$ cat src/rtl/uart_apb_regs_if.sv
// APB3 bus bundle between the bus master and the UART register block.
interface uart_apb_regs_if #(
   parameter int ADDR_WIDTH = 8,
   parameter int DATA_WIDTH = 16
);
   logic [ADDR_WIDTH-1:0] PADDR;
   logic                  PSELx;
   logic                  PENABLE;
   logic                  PWRITE;
   logic [DATA_WIDTH-1:0] PWDATA;
   logic [DATA_WIDTH-1:0] PRDATA;
   logic                  PREADY;
   logic                  PSLVERR;

   modport master (
      output PADDR, PSELx, PENABLE, PWRITE, PWDATA,
      input  PRDATA, PREADY, PSLVERR
   );

   modport slave (
      input  PADDR, PSELx, PENABLE, PWRITE, PWDATA,
      output PRDATA, PREADY, PSLVERR
   );
endinterface

$ cat src/rtl/uart_apb_regs.sv
// APB slave register block for the UART: DATA/CTRL/STAT/INT map, bounded
// wait states on FIFO back-pressure, PSLVERR on illegal accesses.
// Optional sticky W1C interrupt register and irq output: define UART_INT_EN.
module uart_apb_regs #(
   parameter int ADDR_WIDTH = 8,
   parameter int DATA_WIDTH = 16,
   parameter int DBITS      = 8,
   parameter int WAIT_MAX   = 15
) (
   input  logic             clk,
   input  logic             rst_n,
   uart_apb_regs_if.slave   apb,
   input  logic             full_tx_i,
   input  logic             empty_rx_i,
   input  logic [DBITS-1:0] rx_dout_fifo_i,
   input  logic             tx_busy_i,
   input  logic             rx_busy_i,
   input  logic             rx_ready_i,
   input  logic             rx_error_i,
   output logic             wr_en_o,
   output logic [DBITS-1:0] tx_din_fifo_o,
   output logic             tx_start_o,
   output logic             rd_en_o,
   output logic [1:0]       clk_freq_index_o,
   output logic [1:0]       baud_rate_index_o,
   output logic             irq_o
);

   typedef enum logic [1:0] {S_IDLE, S_WAIT, S_RESP} state_t;

   state_t                state_q, state_d;
   logic [7:0]            cnt_q, cnt_d;
   logic [5:0]            ctrl_q, ctrl_d;
   logic                  pready_q, pready_d;
   logic                  pslverr_q, pslverr_d;
   logic [DATA_WIDTH-1:0] prdata_q, prdata_d;
   logic                  wr_en_q, wr_en_d;
   logic                  rd_en_q, rd_en_d;
   logic [DBITS-1:0]      txd_q, txd_d;
   logic [2:0]            int_rd;

   // Address decode; anything outside the four word addresses is illegal
   logic sel_data, sel_ctrl, sel_stat, sel_int, legal;
   assign sel_data = (apb.PADDR == ADDR_WIDTH'(0));
   assign sel_ctrl = (apb.PADDR == ADDR_WIDTH'(4));
   assign sel_stat = (apb.PADDR == ADDR_WIDTH'(8));
   assign sel_int  = (apb.PADDR == ADDR_WIDTH'(12));
   assign legal    = sel_data | sel_ctrl | sel_stat | sel_int;

   logic       access, blocked, err_now;
   logic [5:0] stat;
   logic [8:0] cnt_inc;
   assign access  = apb.PSELx & apb.PENABLE;
   assign blocked = sel_data & (apb.PWRITE ? full_tx_i : empty_rx_i);
   assign err_now = ~legal | (sel_data & ~ctrl_q[0]) | (sel_stat & apb.PWRITE);
   assign stat    = {tx_busy_i, full_tx_i, rx_error_i, rx_busy_i, rx_ready_i, empty_rx_i};
   assign cnt_inc = {1'b0, cnt_q} + 9'd1;

`ifdef UART_INT_EN
   logic [2:0] int_q, int_d, int_clr_d, int_set;
   logic       rx_ready_prev_q, tx_busy_prev_q, irq_q;
`endif

   // Read mux for the register addressed this cycle
   logic [DATA_WIDTH-1:0] rd_val;
   always_comb begin
      rd_val = '0;
      if (sel_data)      rd_val = DATA_WIDTH'(rx_dout_fifo_i);
      else if (sel_ctrl) rd_val = DATA_WIDTH'(ctrl_q);
      else if (sel_stat) rd_val = DATA_WIDTH'(stat);
      else if (sel_int)  rd_val = DATA_WIDTH'(int_rd);
   end

   // Transfer FSM: decide, optionally wait on the FIFO, then one response cycle.
   // All response outputs are computed here and registered into the RESP cycle.
   logic complete, cerr;
   always_comb begin
      state_d   = state_q;
      cnt_d     = cnt_q;
      ctrl_d    = ctrl_q;
      pready_d  = 1'b0;
      pslverr_d = 1'b0;
      prdata_d  = '0;
      wr_en_d   = 1'b0;
      rd_en_d   = 1'b0;
      txd_d     = '0;
      complete  = 1'b0;
      cerr      = 1'b0;
`ifdef UART_INT_EN
      int_clr_d = '0;
`endif
      case (state_q)
         S_IDLE: begin
            if (access) begin
               if (err_now) begin
                  complete = 1'b1;
                  cerr     = 1'b1;
               end else if (blocked) begin
                  state_d = S_WAIT;
                  cnt_d   = '0;
               end else begin
                  complete = 1'b1;
               end
            end
         end
         S_WAIT: begin
            // master dropped the select: abandon silently
            if (!apb.PSELx) begin
               state_d = S_IDLE;
            end else if (!blocked) begin
               complete = 1'b1;
            end else if (cnt_inc == 9'(WAIT_MAX)) begin
               complete = 1'b1;
               cerr     = 1'b1;
            end else begin
               cnt_d = cnt_inc[7:0];
            end
         end
         S_RESP:  state_d = S_IDLE;
         default: state_d = S_IDLE;
      endcase

      if (complete) begin
         state_d   = S_RESP;
         pready_d  = 1'b1;
         pslverr_d = cerr;
         if (!cerr) begin
            if (apb.PWRITE) begin
               if (sel_data) begin
                  wr_en_d = 1'b1;
                  txd_d   = apb.PWDATA[DBITS-1:0];
               end
               if (sel_ctrl) ctrl_d = apb.PWDATA[5:0];
`ifdef UART_INT_EN
               if (sel_int) int_clr_d = apb.PWDATA[2:0];
`endif
            end else begin
               prdata_d = rd_val;
               if (sel_data) rd_en_d = 1'b1;
            end
         end
      end
   end

   // State, control register and registered response outputs
   always_ff @(posedge clk or negedge rst_n) begin
      if (!rst_n) begin
         state_q   <= S_IDLE;
         cnt_q     <= '0;
         ctrl_q    <= '0;
         pready_q  <= 1'b0;
         pslverr_q <= 1'b0;
         prdata_q  <= '0;
         wr_en_q   <= 1'b0;
         rd_en_q   <= 1'b0;
         txd_q     <= '0;
      end else begin
         state_q   <= state_d;
         cnt_q     <= cnt_d;
         ctrl_q    <= ctrl_d;
         pready_q  <= pready_d;
         pslverr_q <= pslverr_d;
         prdata_q  <= prdata_d;
         wr_en_q   <= wr_en_d;
         rd_en_q   <= rd_en_d;
         txd_q     <= txd_d;
      end
   end

`ifdef UART_INT_EN
   // Sticky events; a set in the same cycle as its W1C clear wins
   assign int_set = {rx_error_i, tx_busy_prev_q & ~tx_busy_i, rx_ready_i & ~rx_ready_prev_q};
   always_comb int_d = (int_q & ~int_clr_d) | int_set;

   // Interrupt status, edge-detect history and registered irq
   always_ff @(posedge clk or negedge rst_n) begin
      if (!rst_n) begin
         int_q           <= '0;
         rx_ready_prev_q <= 1'b0;
         tx_busy_prev_q  <= 1'b0;
         irq_q           <= 1'b0;
      end else begin
         int_q           <= int_d;
         rx_ready_prev_q <= rx_ready_i;
         tx_busy_prev_q  <= tx_busy_i;
         irq_q           <= ctrl_q[1] & (|int_q);
      end
   end

   assign int_rd = int_q;
   assign irq_o  = irq_q;
`else
   assign int_rd = '0;
   assign irq_o  = 1'b0;
`endif

   assign apb.PREADY        = pready_q;
   assign apb.PSLVERR       = pslverr_q;
   assign apb.PRDATA        = prdata_q;
   assign wr_en_o           = wr_en_q;
   assign tx_start_o        = wr_en_q;
   assign tx_din_fifo_o     = txd_q;
   assign rd_en_o           = rd_en_q;
   assign clk_freq_index_o  = ctrl_q[3:2];
   assign baud_rate_index_o = ctrl_q[5:4];

endmodule

$ cat src/flat_wrapper.sv
// flat-port wrapper written by rule: the top's interface ports become plain ports
module uart_apb_regs_flat 
#(
   parameter int ADDR_WIDTH = 8,
   parameter int DATA_WIDTH = 16,
   parameter int DBITS      = 8,
   parameter int WAIT_MAX   = 15
)
  (clk, rst_n, full_tx_i, empty_rx_i, rx_dout_fifo_i, tx_busy_i, rx_busy_i, rx_ready_i, rx_error_i, wr_en_o, tx_din_fifo_o, tx_start_o, rd_en_o, clk_freq_index_o, baud_rate_index_o, irq_o, apb_PADDR, apb_PSELx, apb_PENABLE, apb_PWRITE, apb_PWDATA, apb_PRDATA, apb_PREADY, apb_PSLVERR);
  uart_apb_regs_if #(.ADDR_WIDTH(ADDR_WIDTH), .DATA_WIDTH(DATA_WIDTH)) apb_i ();
  input  logic clk;
  input  logic rst_n;
  input  logic full_tx_i;
  input  logic empty_rx_i;
  input  logic [DBITS-1:0] rx_dout_fifo_i;
  input  logic tx_busy_i;
  input  logic rx_busy_i;
  input  logic rx_ready_i;
  input  logic rx_error_i;
  output logic wr_en_o;
  output logic [DBITS-1:0] tx_din_fifo_o;
  output logic tx_start_o;
  output logic rd_en_o;
  output logic [1:0] clk_freq_index_o;
  output logic [1:0] baud_rate_index_o;
  output logic irq_o;
  input wire logic [$bits(apb_i.PADDR)-1:0] apb_PADDR;
  input wire logic [$bits(apb_i.PSELx)-1:0] apb_PSELx;
  input wire logic [$bits(apb_i.PENABLE)-1:0] apb_PENABLE;
  input wire logic [$bits(apb_i.PWRITE)-1:0] apb_PWRITE;
  input wire logic [$bits(apb_i.PWDATA)-1:0] apb_PWDATA;
  output wire logic [$bits(apb_i.PRDATA)-1:0] apb_PRDATA;
  output wire logic [$bits(apb_i.PREADY)-1:0] apb_PREADY;
  output wire logic [$bits(apb_i.PSLVERR)-1:0] apb_PSLVERR;
  assign apb_i.PADDR = apb_PADDR;
  assign apb_i.PSELx = apb_PSELx;
  assign apb_i.PENABLE = apb_PENABLE;
  assign apb_i.PWRITE = apb_PWRITE;
  assign apb_i.PWDATA = apb_PWDATA;
  assign apb_PRDATA = apb_i.PRDATA;
  assign apb_PREADY = apb_i.PREADY;
  assign apb_PSLVERR = apb_i.PSLVERR;
  uart_apb_regs #(.ADDR_WIDTH(ADDR_WIDTH), .DATA_WIDTH(DATA_WIDTH), .DBITS(DBITS), .WAIT_MAX(WAIT_MAX)) u_core (.clk(clk), .rst_n(rst_n), .apb(apb_i), .full_tx_i(full_tx_i), .empty_rx_i(empty_rx_i), .rx_dout_fifo_i(rx_dout_fifo_i), .tx_busy_i(tx_busy_i), .rx_busy_i(rx_busy_i), .rx_ready_i(rx_ready_i), .rx_error_i(rx_error_i), .wr_en_o(wr_en_o), .tx_din_fifo_o(tx_din_fifo_o), .tx_start_o(tx_start_o), .rd_en_o(rd_en_o), .clk_freq_index_o(clk_freq_index_o), .baud_rate_index_o(baud_rate_index_o), .irq_o(irq_o));
endmodule
$ cat config.mk
export PLATFORM = sky130hd
export DESIGN_NAME = uart_apb_regs_flat
export DESIGN_NICKNAME = d
export VERILOG_FILES = /design/src/rtl/uart_apb_regs_if.sv /design/src/rtl/uart_apb_regs.sv /design/src/flat_wrapper.sv
export SDC_FILE = /design/constraint.sdc
export NUM_CORES = 1
export LEC_CHECK = 0
export CORE_UTILIZATION = 46
export CTS_BUF_LIST = sky130_fd_sc_hd__clkbuf_8 sky130_fd_sc_hd__clkbuf_16
export CTS_CLUSTER_DIAMETER = 40
export DETAILED_ROUTE_END_ITERATION = 10
export PLACE_DENSITY_LB_ADDON = 0.05
export SETUP_SLACK_MARGIN = 0.05
export SYNTH_ARGS = -nofsm -noshare
export SYNTH_HDL_FRONTEND = slang
export SYNTH_SLANG_ARGS = --single-unit
$ cat constraint.sdc
create_clock -name clk -period 2.85 [get_ports clk]
set_input_delay 0.4275 -clock clk [delete_from_list [all_inputs] [get_ports clk]]
set_output_delay 0.4275 -clock clk [all_outputs]
set_load 0.01 [all_outputs]
==> results.sh <==
export IMPL_run_status="completed"
export IMPL_wire_length_of_the_first_global_routing_pass_um=6580
export IMPL_dp_hpwl_um=3090
export IMPL_tritoncts_buffers=5
export IMPL_synth_async_sr_flop_share_pct=100
export IMPL_gp_routability_congestion=0.893
export IMPL_yosysMostFrequentCell="sky130_fd_sc_hd__dfrtp_1"
export IMPL_rows=22
export IMPL_total_switching_power_w=0.000218
export IMPL_worstMarginPinSlew_ps=507
export IMPL_floorplan_io_pins=77
export IMPL_dieHeight_um=65.9
export IMPL_net_total_in_the_final_layout=283
export IMPL_period_minus_slack_ps=2060
export IMPL_cp_startpoint="apb_PADDR[5]"
export IMPL_final_setup_worst_slack_ps=787
export IMPL_synth_ff_type="sky130_fd_sc_hd__dfrtp_1"
export IMPL_synth_top_cells_by_area="sky130_fd_sc_hd__dfrtp_1 (48%), sky130_fd_sc_hd__buf_4 (5.6%), sky130_fd_sc_hd__and2_1 (5.3%), sky130_fd_sc_hd__mux2i_1 (4.3%), sky130_fd_sc_hd__nand2_1 (3.6%)"
export IMPL_p_seq_share_pct=47.0
export IMPL_worst_path_largest_cell_delay_ps=440
export IMPL_crit_path_top_delay_cell="sky130_fd_sc_hd__clkdlybuf4s50_1"
export IMPL_power_leakage_nw=1.16
export IMPL_synth_top_cell_area_share_pct=47.9
export IMPL_post_synth_most_frequent_cells="sky130_fd_sc_hd__dfrtp_1 (36), sky130_fd_sc_hd__nand2_1 (18), sky130_fd_sc_hd__and2_1 (16), sky130_fd_sc_hd__buf_4 (14)"
export IMPL_ir_worst_vdd_uv=346
export IMPL_initial_core_util_pct=49.5
export IMPL_worst_r2r_cell_count=5
export IMPL_drt_drc_violations_left=0
export IMPL_synth_ff_latch_count=36
export IMPL_synth_area_um2=1880
export IMPL_cp_max_fo=6
export IMPL_die_width_um=65.9
export IMPL_slew_violations=0
export IMPL_port_buffers=59
export IMPL_grt_pass1_vias=1494
export IMPL_min_path_type="reg -> reg"
export IMPL_syn_avg_cell_area_um2=10.4
export IMPL_yosysTopAreaCell="sky130_fd_sc_hd__dfrtp_1"
export IMPL_report_final_hold_viol_count=0
export IMPL_drt_antenna_violating_nets=0
export IMPL_ff2ff_setup_slack_ps=1040
export IMPL_grt_start_max_net_pins=37
export IMPL_total_congestion_overflow=0
export IMPL_grt_setup_unrepaired="no"
export IMPL_cp_required_ps=3010
export IMPL_worst_setup_path_start_kind="input pin"
export IMPL_cp_arrival_ps=2220
export IMPL_final_setup_tns_ps=0
export IMPL_overall_global_routing_resource_usage_pct=20.0
export IMPL_synth_edff_count=0
export IMPL_root_driver="sky130_fd_sc_hd__clkbuf_8"
export IMPL_fillCellCount=285
export IMPL_post_synth_num_cell_types=40
export IMPL_diodes=0
export IMPL_detailedRoute_firstPassIterationCount=4
export IMPL_totalWireLength_um=3990
export IMPL_count_of_maximum_capacitance_violations=0
export IMPL_routed_via_density=5.18
export IMPL_area_delta_synth_final_pct=37.3
export IMPL_post_cts_setup_buffer_count=0
export IMPL_finClkSkew_ps=10.4
export IMPL_worst_skew_pair_late_latency_ps=280
export IMPL_combinationalPowerShare_pct=9.6
export IMPL_setup_worst_path_class="in -> reg"
export IMPL_power_per_cell_area_nw_per_um2=426
export IMPL_tritoncts="done"
export IMPL_worst_setup_hold_path_clk_slew_ps=70
export IMPL_ctsResizeCount=0
export IMPL_timing_critical_path_to="u_core.ctrl_q[4]"
export IMPL_grt_antenna_before_repair=0
export IMPL_detailroute_via_count=1487
export IMPL_cts_max_level=2
export IMPL_synthCells=180
export IMPL_max_freq_mhz=485
export IMPL_origin_of_the_critical_flop_to_flop_path="u_core.state_q[0]"
export IMPL_clock_sinks=36
export IMPL_initialDrtViolationCount=90
export IMPL_design_core_area_um2=3800
export IMPL_timing_rr_end="u_core.apb.PRDATA[2]"
export IMPL_power_report_internal_total_w=0.000883
export IMPL_crit_path_cell_trace="clkdlybuf4s50_1, nor4_4, and3b_1, nand4_1, mux2_2"
export IMPL_synth_seq_area_share_pct=47.9
export IMPL_die_area_um2=4350
export IMPL_clkPwrFrac_pct=43.4
export IMPL_drive_above_1_share_pct=10.5
export IMPL_detailedPlace_worstSlack_ps=484
export IMPL_post_route_period_util_pct=72.4
export IMPL_finalSetupViolCount=0
export IMPL_setup_worst_path_end_class="register"
export IMPL_ys_warn_count=0
export IMPL_cts_hold_repair_buffers=0
export IMPL_drt_wirelength_per_cell_um=13.9
export IMPL_relative_slew_slack_pct=66.1
export IMPL_max_clock_path_buffers=2
export IMPL_p_sw_share_pct=19.8
export IMPL_final_hold_worst_slack_ps=523
[power groups by stage]
stage / registers [W] / clock network [W] / logic (W)
2_1_floorplan: 0.000527 / 0 / 0.0000436
3_3_place_gp: 0.000526 / 0 / 0.000104
3_5_place_dp: 0.000527 / 0 / 0.000107
4_1_cts: 0.000517 / 0.000491 / 0.000107
5_1_grt: 0.000517 / 0.000513 / 0.000115
6_report: 0.000517 / 0.000478 / 0.000106
[cell usage in the layout (no fill, tap or decap), types with 4 or more instances in the layout]
cell / synthesis / layout
sky130_fd_sc_hd__o21ai_1: 8 / 8
sky130_fd_sc_hd__clkdlybuf4s50_1: 0 / 59
sky130_fd_sc_hd__dfrtp_1: 36 / 36
sky130_fd_sc_hd__mux2_2: 6 / 6
sky130_fd_sc_hd__nand2b_1: 4 / 4
sky130_fd_sc_hd__nand3_1: 5 / 5
sky130_fd_sc_hd__nor4_1: 5 / 5
sky130_fd_sc_hd__nand2_1: 18 / 18
sky130_fd_sc_hd__conb_1: 1 / 9
sky130_fd_sc_hd__nor2_1: 7 / 7
sky130_fd_sc_hd__o21ai_0: 6 / 6
sky130_fd_sc_hd__and2_1: 16 / 16
sky130_fd_sc_hd__nor2b_1: 4 / 4
sky130_fd_sc_hd__mux2i_1: 8 / 8
sky130_fd_sc_hd__clkbuf_8: 0 / 7
sky130_fd_sc_hd__a31oi_1: 5 / 5
[critical path, delay by kind of cell]
family	cells	cell delay [ps]
and+or+nand+nor	3	970
muxes	1	380
buffers and inverters	1	440
[through the flow]
stage	cells	cell area, um^2	power, W	utilization (%)
2_1_floorplan	188	1910	0.000570	-
3_3_place_gp	279	2450	0.000631	64.6
3_5_place_dp	279	2450	0.000633	64.6
4_1_cts	287	2580	0.00112	68.0
5_1_grt	287	2580	0.00115	68.0
6_report	287	2580	0.00110	68.0
[registers in the layout, indices dropped and copies added, names as in the netlist]
| signal | count |
|---|---|
| u_core.apb.PRDATA | 8 |
| u_core.cnt_q | 8 |
| u_core.tx_din_fifo_o | 8 |
| u_core.ctrl_q | 6 |
| u_core.state_q | 2 |
| u_core.apb.PREADY | 1 |
| u_core.apb.PSLVERR | 1 |
| u_core.rd_en_o | 1 |
| u_core.tx_start_o | 1 |
[how the worst min path moves through the flow]
stage | slack (ps) | cells past startpoint | endpoint | startpoint
CTS | 530 | 1 | u_core.ctrl_q[1] | u_core.ctrl_q[1]
detailed placement | 520 | 1 | u_core.ctrl_q[1] | u_core.ctrl_q[1]
finish | 520 | 1 | u_core.ctrl_q[1] | u_core.ctrl_q[1]
global route | 540 | 1 | u_core.ctrl_q[1] | u_core.ctrl_q[1]
floorplan | 130 | 0 | u_core.apb.PRDATA[0] | rst_n
global placement | 510 | 1 | u_core.ctrl_q[1] | u_core.ctrl_q[1]
[per-layer routing]
layer  up-vias  wire length (um)  global-route usage [%]
met1       684              1720                    25.2
met5         -                 0                       0
met2        75              1920                    33.7
met3         4               314                    4.14
met4         0                40                    7.18
li1        724                 -                       -
[logic make-up after synthesis]
family          count (synthesis)  share of synthesized area, %
compound gates                 27                          9.85
buf+inv                        21                          7.05
fa+ha+maj                       2                          1.33
xor+xnor                        1                         0.466
simple gates                   78                          25.3
other cells                     1                         0.199
flops                          36                          47.9
mux                            14                          7.85
[final cells by class]
| class | count | area (um^2) | share of cell area, % |
|---|---|---|---|
| clock buffers | 7 | 96.3 | 3.73 |
| flip-flops and latches | 36 | 901 | 34.9 |
| well taps | 48 | 60.1 | 2.33 |
| inverters | 3 | 11.3 | 0.436 |
| multi-input cells | 131 | 877 | 34.0 |
| clock inverters | 1 | 30.0 | 1.16 |
| repair buffers | 61 | 606 | 23.5 |
Power figures use the tool's default switching activity.
